[src/rtl/spi_tx_pkg.sv]
// Shared types and constants for the spi_frame_tx command-frame transmitter.
// The field offsets describe the DMA_SPI command frame layout, MSB first on the wire.
package spi_tx_pkg;

  typedef enum logic [2:0] {
    IDLE  = 3'd0,
    SETUP = 3'd1,
    SHIFT = 3'd2,
    HOLD  = 3'd3,
    GAP   = 3'd4
  } state_e;

  localparam int FRAME_BITS_DEF = 408;

  // Width of the shared phase down-counter; covers every duration parameter.
  localparam int CNT_W = 16;

  localparam int TIME_MSB         = 407;
  localparam int TIME_LSB         = 344;
  localparam int FREQ_MSB         = 343;
  localparam int FREQ_LSB         = 296;
  localparam int FREQ_STEP_MSB    = 295;
  localparam int FREQ_STEP_LSB    = 248;
  localparam int FREQ_RATE_MSB    = 247;
  localparam int FREQ_RATE_LSB    = 216;
  localparam int TIME_START_MSB   = 215;
  localparam int TIME_START_LSB   = 152;
  localparam int N_IMPULSE_MSB    = 151;
  localparam int N_IMPULSE_LSB    = 136;
  localparam int TYPE_IMPULSE_MSB = 135;
  localparam int TYPE_IMPULSE_LSB = 128;
  localparam int INTERVAL_TI_MSB  = 127;
  localparam int INTERVAL_TI_LSB  = 96;
  localparam int INTERVAL_TP_MSB  = 95;
  localparam int INTERVAL_TP_LSB  = 64;
  localparam int TBLANK1_MSB      = 63;
  localparam int TBLANK1_LSB      = 32;
  localparam int TBLANK2_MSB      = 31;
  localparam int TBLANK2_LSB      = 0;

  function automatic logic [63:0] frame_time(input logic [FRAME_BITS_DEF-1:0] frame);
    return frame[TIME_MSB:TIME_LSB];
  endfunction

endpackage

[src/rtl/spi_tx_phase_cnt.sv]
// Shared down-counter timing the SETUP, half-bit, HOLD and GAP phases.
// tc_o flags the last cycle of a phase; one_o flags the cycle before it.
module spi_tx_phase_cnt
  import spi_tx_pkg::*;
(
  input  logic             clk,
  input  logic             rst_n,
  input  logic             clk_en,
  input  logic             load_i,
  input  logic [CNT_W-1:0] load_val_i,
  output logic             tc_o,
  output logic             one_o
);

  logic [CNT_W-1:0] cnt_q;
  logic [CNT_W-1:0] cnt_d;

  always_comb begin
    cnt_d = cnt_q;
    if (load_i) begin
      cnt_d = load_val_i;
    end else if (cnt_q != {CNT_W{1'b0}}) begin
      cnt_d = cnt_q - {{(CNT_W-1){1'b0}}, 1'b1};
    end else begin
      cnt_d = cnt_q;
    end
  end

  always_ff @(posedge clk or negedge rst_n) begin
    if (!rst_n) begin
      cnt_q <= {CNT_W{1'b0}};
    end else if (clk_en) begin
      cnt_q <= cnt_d;
    end
  end

  assign tc_o  = (cnt_q == {CNT_W{1'b0}});
  assign one_o = (cnt_q == {{(CNT_W-1){1'b0}}, 1'b1});

endmodule

[src/rtl/spi_frame_tx.sv]
// SPI master sending one FRAME_BITS command frame MSB first (CS low, SCLK idle low).
// Optional full-duplex capture of MISO is enabled with SPI_TX_MISO_CAPTURE_EN.
module spi_frame_tx
  import spi_tx_pkg::*;
#(
  parameter int FRAME_BITS = FRAME_BITS_DEF,
  parameter int CLK_DIV    = 4,
  parameter int CS_SETUP   = 2,
  parameter int CS_HOLD    = 2,
  parameter int CS_GAP     = 4
) (
  input  logic                  clk,
  input  logic                  rst_n,
  input  logic                  clk_en,
  input  logic                  start,
  input  logic [FRAME_BITS-1:0] DATA,
  output logic                  busy,
  output logic                  done,
  output logic                  CS,
  output logic                  SCLK,
  output logic                  MOSI
`ifdef SPI_TX_MISO_CAPTURE_EN
  ,
  input  logic                  MISO,
  output logic [FRAME_BITS-1:0] RX_DATA,
  output logic                  RX_VALID
`endif
);

  localparam int BIT_W = (FRAME_BITS > 1) ? $clog2(FRAME_BITS) : 1;
  localparam logic [CNT_W-1:0] SETUP_LD = CNT_W'(CS_SETUP - 1);
  localparam logic [CNT_W-1:0] HALF_LD  = CNT_W'(CLK_DIV - 1);
  localparam logic [CNT_W-1:0] HOLD_LD  = CNT_W'(CS_HOLD - 1);
  localparam logic [CNT_W-1:0] GAP_LD   = CNT_W'(CS_GAP - 1);
  localparam logic [BIT_W-1:0] LAST_BIT = BIT_W'(FRAME_BITS - 1);

  state_e                  state_q, state_d;
  logic [FRAME_BITS-1:0]   sreg_q, sreg_d;
  logic [BIT_W-1:0]        bit_q, bit_d;
  logic                    cs_q, cs_d;
  logic                    sclk_q, sclk_d;
  logic                    mosi_q, mosi_d;
  logic                    busy_q, busy_d;
  logic                    done_q, done_d;
  logic                    ld_s;
  logic [CNT_W-1:0]        ld_val_s;
  logic                    tc_s;
  logic                    one_s;
  logic                    last_bit_s;

  spi_tx_phase_cnt u_phase_cnt (
    .clk        (clk),
    .rst_n      (rst_n),
    .clk_en     (clk_en),
    .load_i     (ld_s),
    .load_val_i (ld_val_s),
    .tc_o       (tc_s),
    .one_o      (one_s)
  );

  assign last_bit_s = (bit_q == LAST_BIT);

  // Frame sequencing: each phase ends on the counter's terminal count and reloads it.
  always_comb begin
    state_d  = state_q;
    sreg_d   = sreg_q;
    bit_d    = bit_q;
    cs_d     = cs_q;
    sclk_d   = sclk_q;
    mosi_d   = mosi_q;
    busy_d   = busy_q;
    ld_s     = 1'b0;
    ld_val_s = {CNT_W{1'b0}};
    case (state_q)
      IDLE: begin
        if (start) begin
          state_d  = SETUP;
          sreg_d   = DATA;
          bit_d    = {BIT_W{1'b0}};
          cs_d     = 1'b0;
          mosi_d   = DATA[FRAME_BITS-1];
          busy_d   = 1'b1;
          ld_s     = 1'b1;
          ld_val_s = SETUP_LD;
        end else begin
          state_d = IDLE;
        end
      end
      SETUP: begin
        if (tc_s) begin
          state_d  = SHIFT;
          sclk_d   = 1'b1;
          ld_s     = 1'b1;
          ld_val_s = HALF_LD;
        end else begin
          state_d = SETUP;
        end
      end
      SHIFT: begin
        if (tc_s && sclk_q) begin
          // Falling edge: advance the next bit onto MOSI; a zero shifts in behind.
          sclk_d   = 1'b0;
          sreg_d   = {sreg_q[FRAME_BITS-2:0], 1'b0};
          mosi_d   = sreg_q[FRAME_BITS-2];
          ld_s     = 1'b1;
          ld_val_s = HALF_LD;
        end else if (tc_s && last_bit_s) begin
          state_d  = HOLD;
          mosi_d   = 1'b0;
          ld_s     = 1'b1;
          ld_val_s = HOLD_LD;
        end else if (tc_s) begin
          bit_d    = bit_q + {{(BIT_W-1){1'b0}}, 1'b1};
          sclk_d   = 1'b1;
          ld_s     = 1'b1;
          ld_val_s = HALF_LD;
        end else begin
          state_d = SHIFT;
        end
      end
      HOLD: begin
        if (tc_s) begin
          state_d  = GAP;
          cs_d     = 1'b1;
          ld_s     = 1'b1;
          ld_val_s = GAP_LD;
        end else begin
          state_d = HOLD;
        end
      end
      GAP: begin
        if (tc_s) begin
          state_d = IDLE;
          busy_d  = 1'b0;
        end else begin
          state_d = GAP;
        end
      end
      default: begin
        state_d = IDLE;
        cs_d    = 1'b1;
        sclk_d  = 1'b0;
        mosi_d  = 1'b0;
        busy_d  = 1'b0;
      end
    endcase
    // done must be high during the last GAP cycle, so it is set one edge early.
    done_d = ((state_q == HOLD) && tc_s && (CS_GAP == 1)) ||
             ((state_q == GAP) && !tc_s && one_s);
  end

  // Frame state and registered outputs; everything freezes while clk_en is low.
  always_ff @(posedge clk or negedge rst_n) begin
    if (!rst_n) begin
      state_q <= IDLE;
      sreg_q  <= {FRAME_BITS{1'b0}};
      bit_q   <= {BIT_W{1'b0}};
      cs_q    <= 1'b1;
      sclk_q  <= 1'b0;
      mosi_q  <= 1'b0;
      busy_q  <= 1'b0;
      done_q  <= 1'b0;
    end else if (clk_en) begin
      state_q <= state_d;
      sreg_q  <= sreg_d;
      bit_q   <= bit_d;
      cs_q    <= cs_d;
      sclk_q  <= sclk_d;
      mosi_q  <= mosi_d;
      busy_q  <= busy_d;
      done_q  <= done_d;
    end
  end

  assign CS   = cs_q;
  assign SCLK = sclk_q;
  assign MOSI = mosi_q;
  assign busy = busy_q;
  assign done = done_q;

`ifdef SPI_TX_MISO_CAPTURE_EN
  logic [FRAME_BITS-1:0] rx_sh_q, rx_sh_d;
  logic [FRAME_BITS-1:0] rx_data_q, rx_data_d;
  logic                  rx_valid_q;

  // MISO is taken at the end of each high half; the result is published on HOLD entry.
  always_comb begin
    rx_sh_d   = rx_sh_q;
    rx_data_d = rx_data_q;
    if ((state_q == SHIFT) && tc_s && sclk_q) begin
      rx_sh_d = {rx_sh_q[FRAME_BITS-2:0], MISO};
    end else if ((state_q == SHIFT) && tc_s && last_bit_s) begin
      rx_data_d = rx_sh_q;
    end else begin
      rx_sh_d = rx_sh_q;
    end
  end

  // Receive registers.
  always_ff @(posedge clk or negedge rst_n) begin
    if (!rst_n) begin
      rx_sh_q    <= {FRAME_BITS{1'b0}};
      rx_data_q  <= {FRAME_BITS{1'b0}};
      rx_valid_q <= 1'b0;
    end else if (clk_en) begin
      rx_sh_q    <= rx_sh_d;
      rx_data_q  <= rx_data_d;
      rx_valid_q <= done_d;
    end
  end

  assign RX_DATA  = rx_data_q;
  assign RX_VALID = rx_valid_q;
`else
  // Transmit-only build: no receive path.
`endif

endmodule

[config.mk]
export PLATFORM = sky130hd
export DESIGN_NAME = spi_frame_tx
export DESIGN_NICKNAME = d
export VERILOG_FILES = /design/src/rtl/spi_tx_pkg.sv /design/src/rtl/spi_tx_phase_cnt.sv /design/src/rtl/spi_frame_tx.sv
export SDC_FILE = /design/constraint.sdc
export NUM_CORES = 1
export LEC_CHECK = 0
export ABC_AREA = 1
export CAP_MARGIN = 20
export CELL_PAD_IN_SITES_DETAIL_PLACEMENT = 1
export CELL_PAD_IN_SITES_GLOBAL_PLACEMENT = 1
export CORE_AREA = 2 2 234 236
export DETAILED_ROUTE_END_ITERATION = 6
export DIE_AREA = 0 0 236 238
export PLACE_DENSITY = 0.8
export SLEW_MARGIN = 20
export SYNTH_ARGS = -nofsm -noshare
export SYNTH_HDL_FRONTEND = slang
export SYNTH_SLANG_ARGS = --single-unit
[constraint.sdc]
create_clock -name clk -period 3.9 [get_ports clk]
set_clock_uncertainty 0.15 [all_clocks]
set_input_delay 0.585 -clock clk [delete_from_list [all_inputs] [get_ports clk]]
set_output_delay 0.585 -clock clk [all_outputs]
set_load 0.1 [all_outputs]
# Yosys cells after proc, flatten, opt, wreduce, memory -nomap -nowiden
# Cells that the tools add are included.
totals:
  register_bits: 440
  elab_cells: 96
op_classes:
  add_sub_neg: 2
  n_eq_ne: 16
  n_mux: 42
  bitwise_logic: 4
  n_reduce_logical: 23
op_table:
  columns: ["op", "count"]
  rows:
  - ["407-bit 2-to-1 mux", 2]
  - ["407-bit case mux with 2 select lines", 1]
  - ["9-bit 2-to-1 mux", 4]
  - ["16-bit 2-to-1 mux", 2]
  - ["9-bit case mux with 2 select lines", 1]
  - ["16-bit by 1-bit == test with 1-bit output (second input constant)", 1]
  - ["16-bit logical NOT", 1]
  - ["1-bit 2-to-1 mux", 16]
  - ["4-bit AND reduction", 4]
  - ["16-bit nonzero test", 1]
  - ["16-bit by 1-bit subtractor with 16-bit output (second input constant)", 1]
  - ["3-bit 2-to-1 mux", 5]
  - ["1-bit case mux with 3 select lines", 5]
  - ["3-bit case mux with 5 select lines", 1]
  - ["2-bit inequality test (second input constant)", 7]
  - ["3-bit OR reduction", 4]
  - ["9-bit by 1-bit adder with 9-bit output (second input constant)", 1]
  - ["9-bit == test (second input constant)", 1]
  - ["3-bit inequality test (second input constant)", 3]
  - ["2-bit 2-to-1 mux", 4]
  - ["3-bit by 2-bit == test with 1-bit output (second input constant)", 2]
  - ["2-bit case mux with 3 select lines", 1]
  - ["3-bit AND reduction", 2]
  - ["6-bit AND reduction", 1]
  - ["other kinds (9)", 16]

# Depth between registers and ports, before layout
# Gate-level depths: netlist of run 1.
depth:
  word_depth: 7
  depth_mapped: 15

# Hierarchy
# From an unflattened synthesis of run 1, not the netlist that was laid out.
hier_totals:
  cells_unflattened: 2609
  hier_area_um2: 24681.2
by_module_without_submodules:
  columns: ["mod", "instances", "cells_each", "area_each_um2"]
  rows:
  - ["spi_frame_tx", 1, 2403, 23404.9]
  - ["spi_tx_phase_cnt", 1, 206, 1276.2]

# Least setup slack after synthesis of run 1
# OpenSTA, ideal clock, no wires.
synth_timing:
  path_kind: "reg2reg"
  startpoint: "register sclk_q, in the netlist SCLK"
  endpoint: "register sreg_q[298]"
  t_arrival_ps: 2266
  slack_ps: 1401
  stages_incl_launch_ff: 8
  period_less_slack_ps: 2499
  path_cell_list: "dfrtp_1 > ha_1 > inv_1 > a211oi_2 > buf_2 > buf_1 > o211ai_1 > o21ai_0"
synth_via:
  elab_chain_len: 3
synth_rtl:
  columns: ["item", "line_no", "source"]
  rows:
  - ["start, declared", "spi_frame_tx.sv:41", "logic sclk_q, sclk_d;"]
  - ["start signal, assigned", "spi_frame_tx.sv:168", "sclk_q <= sclk_d;"]
  - ["1-bit logical AND", "spi_frame_tx.sv:100", "if (tc_s && sclk_q) begin"]
  - ["2-bit inequality test (no source line)", null, null]
  - ["4-bit AND reduction (no source line)", null, null]
  - ["end signal, assigned", "spi_frame_tx.sv:156", "sreg_q <= {FRAME_BITS{1'b0}};"]
  - ["end signal, assigned", "spi_frame_tx.sv:165", "sreg_q <= sreg_d;"]
  - ["end, declared", "spi_frame_tx.sv:38", "logic [FRAME_BITS-1:0] sreg_q, sreg_d;"]
# No other way between the ends.
# A chain may end at the register's enable or synchronous reset.

# Worst setup path in the final report of run 1
layout_timing:
  startpoint: "register u_phase_cnt.cnt_q[9]"
  endpoint: "register sreg_q[11]"
layout_via:
  elab_chain_len: 4
layout_rtl:
  columns: ["item", "line_no", "source"]
  rows:
  - ["start, declared", "spi_tx_phase_cnt.sv:15", "logic [CNT_W-1:0] cnt_q;"]
  - ["start signal, assigned", "spi_tx_phase_cnt.sv:31", "cnt_q <= {CNT_W{1'b0}};"]
  - ["start signal, assigned", "spi_tx_phase_cnt.sv:33", "cnt_q <= cnt_d;"]
  - ["16-bit logical NOT", "spi_tx_phase_cnt.sv:37", "assign tc_o = (cnt_q == {CNT_W{1'b0}});"]
  - ["1-bit logical AND", "spi_frame_tx.sv:100", null]
  - ["2-bit inequality test (no source line)", null, null]
  - ["4-bit AND reduction (no source line)", null, null]
# No other way between the ends.

==> results.ini, run 1 <==
[timing]
slew_viol_final=0
period_share=0.828
rsz0062_at_grt=false
relSlewSlack=0.317
fin_tns_setup_ps=0
setup_violations=0
max_slew.worst_pin.slew_ps=1020
finalCriticalPeriod_ps=3230
final-hold-violation-count=0
hold-worst-slack_ps=367
fmax_mhz=310

[drt]
wire_per_inst_um=17.9
ant_nets=0
drc_errors=0
vias=18600
via_per_inst=5.19
routed_wl_um=64400
drtPass1Iterations=4
drt_iter0_markers=936

[floorplanning]
dieWidth_um=236
core_area_um2=53500
core.rowCount=85
die_h_um=238
dieArea_um2=56200
io_pins=417
start_util=0.399

[cells_and_area]
area_growth_pct=29.9
nets=3264
stdcell_count=3590
design_area_um2=27700
final_util=0.518
drive_above_1_share=0.0458

[worst_setup_path]
cp-startpoint=u_phase_cnt.cnt_q[9]$_DFFE_PN0P_
setup.worst_path.start_class=register
crit_end=sreg_q[11]$_DFFE_PN0P_
rrSetupSlack_ps=670
r2r-end=sreg_q[11]$_DFFE_PN0P_
arrival_ps=3580
reg2reg_depth=12
endpoint_kind=register
crit_required_ps=4250
path_class=reg -> reg
reg2reg_from=u_phase_cnt.cnt_q[9]$_DFFE_PN0P_
crit_fanout=61

[pwr]
power_leakage_uw=0.0116
p_per_area_nw_per_um2=697
ir_worst_vdd_v=0.000348

[grt]
grt.overflow.total=0
grt_max_degree=139
grt.total_usage=0.230
grt_pass1_wl_um=105000
grt_pass1_vias=19700
grt_antenna_before_repair=15

[clock_tree]
clockBufferDepth=3
cts_sinks=440
clk_latency_ps=590
cts_tree=done
clk_pin_slew_worst_paths_ps=60
cts-resized-gates=0
cts_made_buffers=50
htree_num_levels=2
cts_root_buf=clkbuf_16

[logic_synthesis]
synth_edf_count=0
ys_warn_count=0
syn_area_per_cell_um2=8.47
yosysTopAreaCellShare=0.515
yosysSeqAreaShare=0.516
synth_area_um2=21300
synthArstFlopShare=1.00
yosys.area.top_type=dfrtp_1
yosys-top-cells-area=dfrtp_1, o211ai_1, nand2_1
syn_inst=2518
yosys_most_used_dff=dfrtp_1
synth_seq_cells=440
synth_cell_type_count=31
syn-num-nets=2938

[placement]
io_buffers=416
gp_congestion=0.837
dpl_cell_area_um2=26000
dpl.hpwl_um=44000
dpl.cell_count=3487

[status]
status=finished, final reports clean

[run]
maxCapViolations=0

[min_path]
hold_class=reg -> reg

[how the worst min path moves through the flow]
stage	start	to	slack (ps)	cells past startpoint
2_1_floorplan	rst_n	MOSI$_DFFE_PN0P_	140	0
3_5_place_dp	sreg_q[62]$_DFFE_PN0P_	sreg_q[62]$_DFFE_PN0P_	360	2
6_report	sreg_q[215]$_DFFE_PN0P_	sreg_q[215]$_DFFE_PN0P_	370	2
4_1_cts	sreg_q[62]$_DFFE_PN0P_	sreg_q[62]$_DFFE_PN0P_	370	2
5_1_grt	sreg_q[332]$_DFFE_PN0P_	sreg_q[332]$_DFFE_PN0P_	380	2
3_3_place_gp	bit_q[1]$_DFFE_PN0P_	bit_q[1]$_DFFE_PN0P_	340	2
[timing repair]
item,in CTS,in global routing
endpoints found under the hold margin,80,0
setup endpoints to repair,0,0
setup buffers,0,0
hold buffers,1,0
[placed cells by master, fill, tap and decap left out, drive strengths merged, types with 2 or more instances in the layout]
cell type	Yosys	final
nand2	517	517
dfrtp	439	439
o21ai	433	433
inv	429	429
clkdlybuf4s50	0	415
o211ai	408	408
clkbuf	52	77
nor2	43	43
buf	133	43
nand3	15	15
diode	0	13
xor2	12	12
clkinv	0	9
ha	8	8
a21oi	6	6
nor3	5	5
xnor2	5	5
nand3b	2	2
or2	2	2
nand4	2	2
o31ai	2	2
bufinv	0	2
a211oi	2	2
[metal layers]
metal,vias to the layer above,global-route usage,part of all wire
li1,9037,-,-
met1,9175,0.281,0.42
met2,302,0.409,0.51
met3,112,0.0408,0.041
met4,4,0.0774,0.028
met5,-,0,0.00037
[per-stage QoR]
| stage | total power (uW) | setup slack, ps |
|---|---|---|
| 6_report | 19300 | 671 |
| 5_1_grt | 20900 | 349 |
| 4_1_cts | 19600 | 618 |
| 3_5_place_dp | 14600 | 613 |
| 3_3_place_gp | 14000 | 838 |
| 2_1_floorplan | 12600 | 1400 |
[flip-flops by register name, indices dropped and copies added (netlist names)]
name,count
bit_q,9
state_q,3
MOSI,1
sreg_q,407
u_phase_cnt.cnt_q,16
busy,1
done,1
SCLK,1
CS,1
[critical path: stages, from the launching register on]
cell and delay [ps]:
dfrtp_1 420, nor2_1 270, nand2_1 120, nor2_2 170, nand2_2 130, inv_2 140
ha_1 190, inv_1 90, a211oi_4 280, buf_12 290, buf_4 550, o211ai_1 190
o21ai_1 120
[synth_stat cells, types with 2 or more instances]
library cell    n
nor2_1         42
xnor2_1         5
inv_1         426
o31ai_1         2
inv_2           3
dfrtp_1       439
nor3_1          5
o21ai_0       121
o211ai_1      408
nand4_1         2
or2_2           2
nand3_1        15
a21oi_1         6
o21ai_1       311
buf_6           4
nand3b_1        2
buf_4          18
ha_1            8
clkbuf_1       52
xor2_1         12
nand2_1       516
buf_1          17
buf_2          94
[where the power goes]
| part | internal [uW] | switching, uW | leakage (uW) |
|---|---|---|---|
| registers | 6750 | 695 | 0.00544 |
| logic | 2460 | 4650 | 0.00536 |
| clock network | 2840 | 1930 | 0.000823 |
[cell type report]
cell class | count | area [um2]
Fill cell | 6214 | 25800
Timing Repair Buffer | 459 | 4710
Multi-Input combinational cell | 1464 | 7820
Antenna cell | 13 | 32.5
Clock buffer | 77 | 1550
Clock inverter | 12 | 113
Inverter | 429 | 1620
Sequential cell | 440 | 11000
Tap cell | 696 | 871
[kinds of logic after synthesis]
logic type,count (synthesis),synth area share
AND/OR/NAND/NOR,587,0.106
adder cells (fa/ha/maj),8,0.00469
XOR/XNOR,17,0.00698
flip-flops,440,0.516
AO/OA/AOI/OAI,852,0.249
buffers and inverters,614,0.118
(Power assumes the default switching activity.)
==> run 2: changes to the inputs <==
Settings changed: CORE_AREA 2 2 234 236 to 2 2 250 252, DIE_AREA 0 0 236 238 to 0 0 252 254, PLACE_DENSITY 0.8 to 0.74.
Clock period 3.9 ns to 2.9 ns, I/O delays scaled along.
==> run 2 against run 1 <==
Compared with the run above: clock-buffer cell count is 7 higher; register-to-register slack got worse by 540 ps; sequential power is 34% higher; first-iteration DRC count up 10%; non-clock buffer count grew 28; clock power rose by 35%; utilization is 5.7 points lower; routed wire length increased by 1.1%; global-route usage fell by 2.9 points; flip-flop and latch count stayed put; fmax increased by 16%.
==> results.ini, run 2 (synthesis results as in run 1) <==
[timing]
hold-worst-slack_ps=219  ; -148 ps
relSlewSlack=0.587  ; +0.270
setup_violations=0  ; unchanged
max_slew.worst_pin.slew_ps=620  ; -401 ps
rsz0062_at_grt=true
final-hold-violation-count=0  ; unchanged
finalWorstSetupSlack_ps=126  ; -545 ps
fin_tns_setup_ps=0  ; unchanged
finalCriticalPeriod_ps=2770  ; -455 ps
slew_viol_final=0  ; unchanged
fmax_mhz=360  ; +16%
period_share=0.957  ; +0.129

[worst_setup_path]
setup.worst_path.start_class=register
arrival_ps=3140  ; -440 ps
path_class=reg -> reg
endpoint_kind=register
reg2reg_depth=14  ; +2
r2r-end=sreg_q[119]$_DFFE_PN0P_
reg2reg_from=u_phase_cnt.cnt_q[0]$_DFFE_PN0P_
rrSetupSlack_ps=130  ; -540 ps
crit_end=sreg_q[119]$_DFFE_PN0P_
cp-startpoint=u_phase_cnt.cnt_q[0]$_DFFE_PN0P_
crit_fanout=57  ; -6.6%
crit_required_ps=3270  ; -980 ps

[floorplanning]
dieArea_um2=64000  ; +14%
io_pins=417  ; unchanged
core_area_um2=61300  ; +15%
start_util=0.348  ; -0.0505
dieWidth_um=252  ; +6.8%
core.rowCount=91  ; +7.1%
die_h_um=254  ; +6.7%

[placement]
pre_cts_slack_ps=76.2  ; -537 ps
dpl.hpwl_um=45200  ; +2.8%
gp_congestion=0.810  ; -3.3%
io_buffers=416  ; unchanged

[grt]
grt_pass1_vias=20200  ; +2.4%
grt_antenna_before_repair=12  ; -3
grt_pass1_wl_um=104000  ; -0.26%
grt_max_degree=108  ; -22%
grt.overflow.total=0  ; unchanged
grt.total_usage=0.201  ; -0.0288

[pwr]
switching_share=0.375  ; -0.00203
combPwrFrac=0.380  ; +0.012
power_leakage_uw=0.0118  ; +1.8%
seqPwrFrac=0.377  ; -0.008
p_int_uw=16500  ; +37%
p_per_area_nw_per_um2=936  ; +34%
total_power_uw=26400  ; +37%
p_sw_uw=9900  ; +36%
ir_worst_vdd_v=0.000414  ; +19%
p_clk_frac=0.243  ; -0.004

[min_path]
hold_class=in -> async

[clock_tree]
htree_num_levels=2  ; unchanged
clockBufferDepth=3  ; unchanged
clk_pin_slew_worst_paths_ps=60  ; about the same
cts_root_buf=clkbuf_16
cts_made_buffers=52  ; +4.0%
clk_latency_ps=600  ; about the same
cts_sinks=440  ; unchanged
cts_tree=done

[run]
maxCapViolations=0  ; unchanged

[cells_and_area]
final_util=0.461  ; -0.0571
largest_register=sreg_q
drive_above_1_share=0.0566  ; +0.0108
area_growth_pct=32.3
largest_register_ffs=407  ; unchanged
final_cell_mix=nand2_1, dfrtp_1, inv_1, clkdlybuf4s50_1, o211ai_1
nets=3294  ; +0.92%
final_common_cell=nand2_1
reg_top3=sreg_q x407, u_phase_cnt.cnt_q x16, bit_q x9

[drt]
vias=18800  ; +0.93%
ant_nets=0  ; unchanged
drtPass1Iterations=5  ; +1
drc_errors=0  ; unchanged
routed_wl_um=65100  ; +1.1%
via_per_inst=5.06  ; -2.5%
wire_per_inst_um=17.5  ; -2.4%
drt_iter0_markers=1030  ; +10%

[status]
status=finished, final reports clean

run 2: worst min-delay path by stage:
stage                                  end  slack, ps  cells after the start
global placement    sreg_q[67]$_DFFE_PN0P_        290                      1
global route        sreg_q[67]$_DFFE_PN0P_        270                      2
CTS                 sreg_q[67]$_DFFE_PN0P_        240                      2
detailed placement  sreg_q[67]$_DFFE_PN0P_        300                      1
floorplan                 MOSI$_DFFE_PN0P_        -10                      0
finish              sreg_q[65]$_DFFE_PN0P_        220                      2
run 2: what timing repair did:
action / in CTS / in global routing
hold buffers: 1 / 0
buffers inserted: 0 / 2
endpoints found under the hold margin: 47 / 0
endpoints found under the setup margin: 0 / 286
gates resized for setup: 0 / 2
run 2: layer usage:
layer	vias up	part of all wire	track usage
met2	372	0.50	0.350
li1	9085	-	-
met5	-	0.00041	0
met1	9210	0.42	0.243
met3	133	0.044	0.0330
met4	4	0.039	0.0915
run 2: through the flow:
step | std cells | area [um2]
after floorplan | 2518 | 21300
after global placement | 3605 | 26500
after detailed placement | 3605 | 26500
after CTS | 3702 | 28100
after global routing | 3716 | 28200
final | 3716 | 28200
run 2: power by group through the flow:
stage | Combinational (uW) | Sequential, uW | Clock (uW)
finish | 10100 | 9960 | 6430
global route | 11600 | 10200 | 6870
CTS | 10100 | 9990 | 6640
detailed placement | 9950 | 10100 | 0
global placement | 9370 | 9940 | 0
floorplan | 6920 | 9960 | 0
run 2: worst max-delay path, cell delays in order (launching register included):
cell and delay (ps):
dfrtp_1 400, inv_1 140, ha_1 170, nand2_1 50, nor2_1 190, nand2_2 100
inv_2 60, ha_1 170, inv_1 90, a211oi_4 190, buf_4 180, buf_12 200
buf_12 270, o211ai_1 160, o21ai_1 110
run 2: layout make-up:
| type | count | area, um2 |
|---|---|---|
| antenna | 10 | 25.0 |
| clock inverter | 12 | 95.1 |
| sequential | 440 | 11000 |
| clock buffer | 84 | 1570 |
| tap | 790 | 988 |
| multi-input combinational | 1464 | 7820 |
| inverter | 429 | 1620 |
| fill | 7124 | 33000 |
| timing repair buffer | 487 | 5110 |
==> run 3: changes to the inputs <==
Settings changed: GPL_ROUTABILITY_DRIVEN set to 0.
==> results of run 3 <==
Final layout, timing and power as in run 2 (identical DEF).
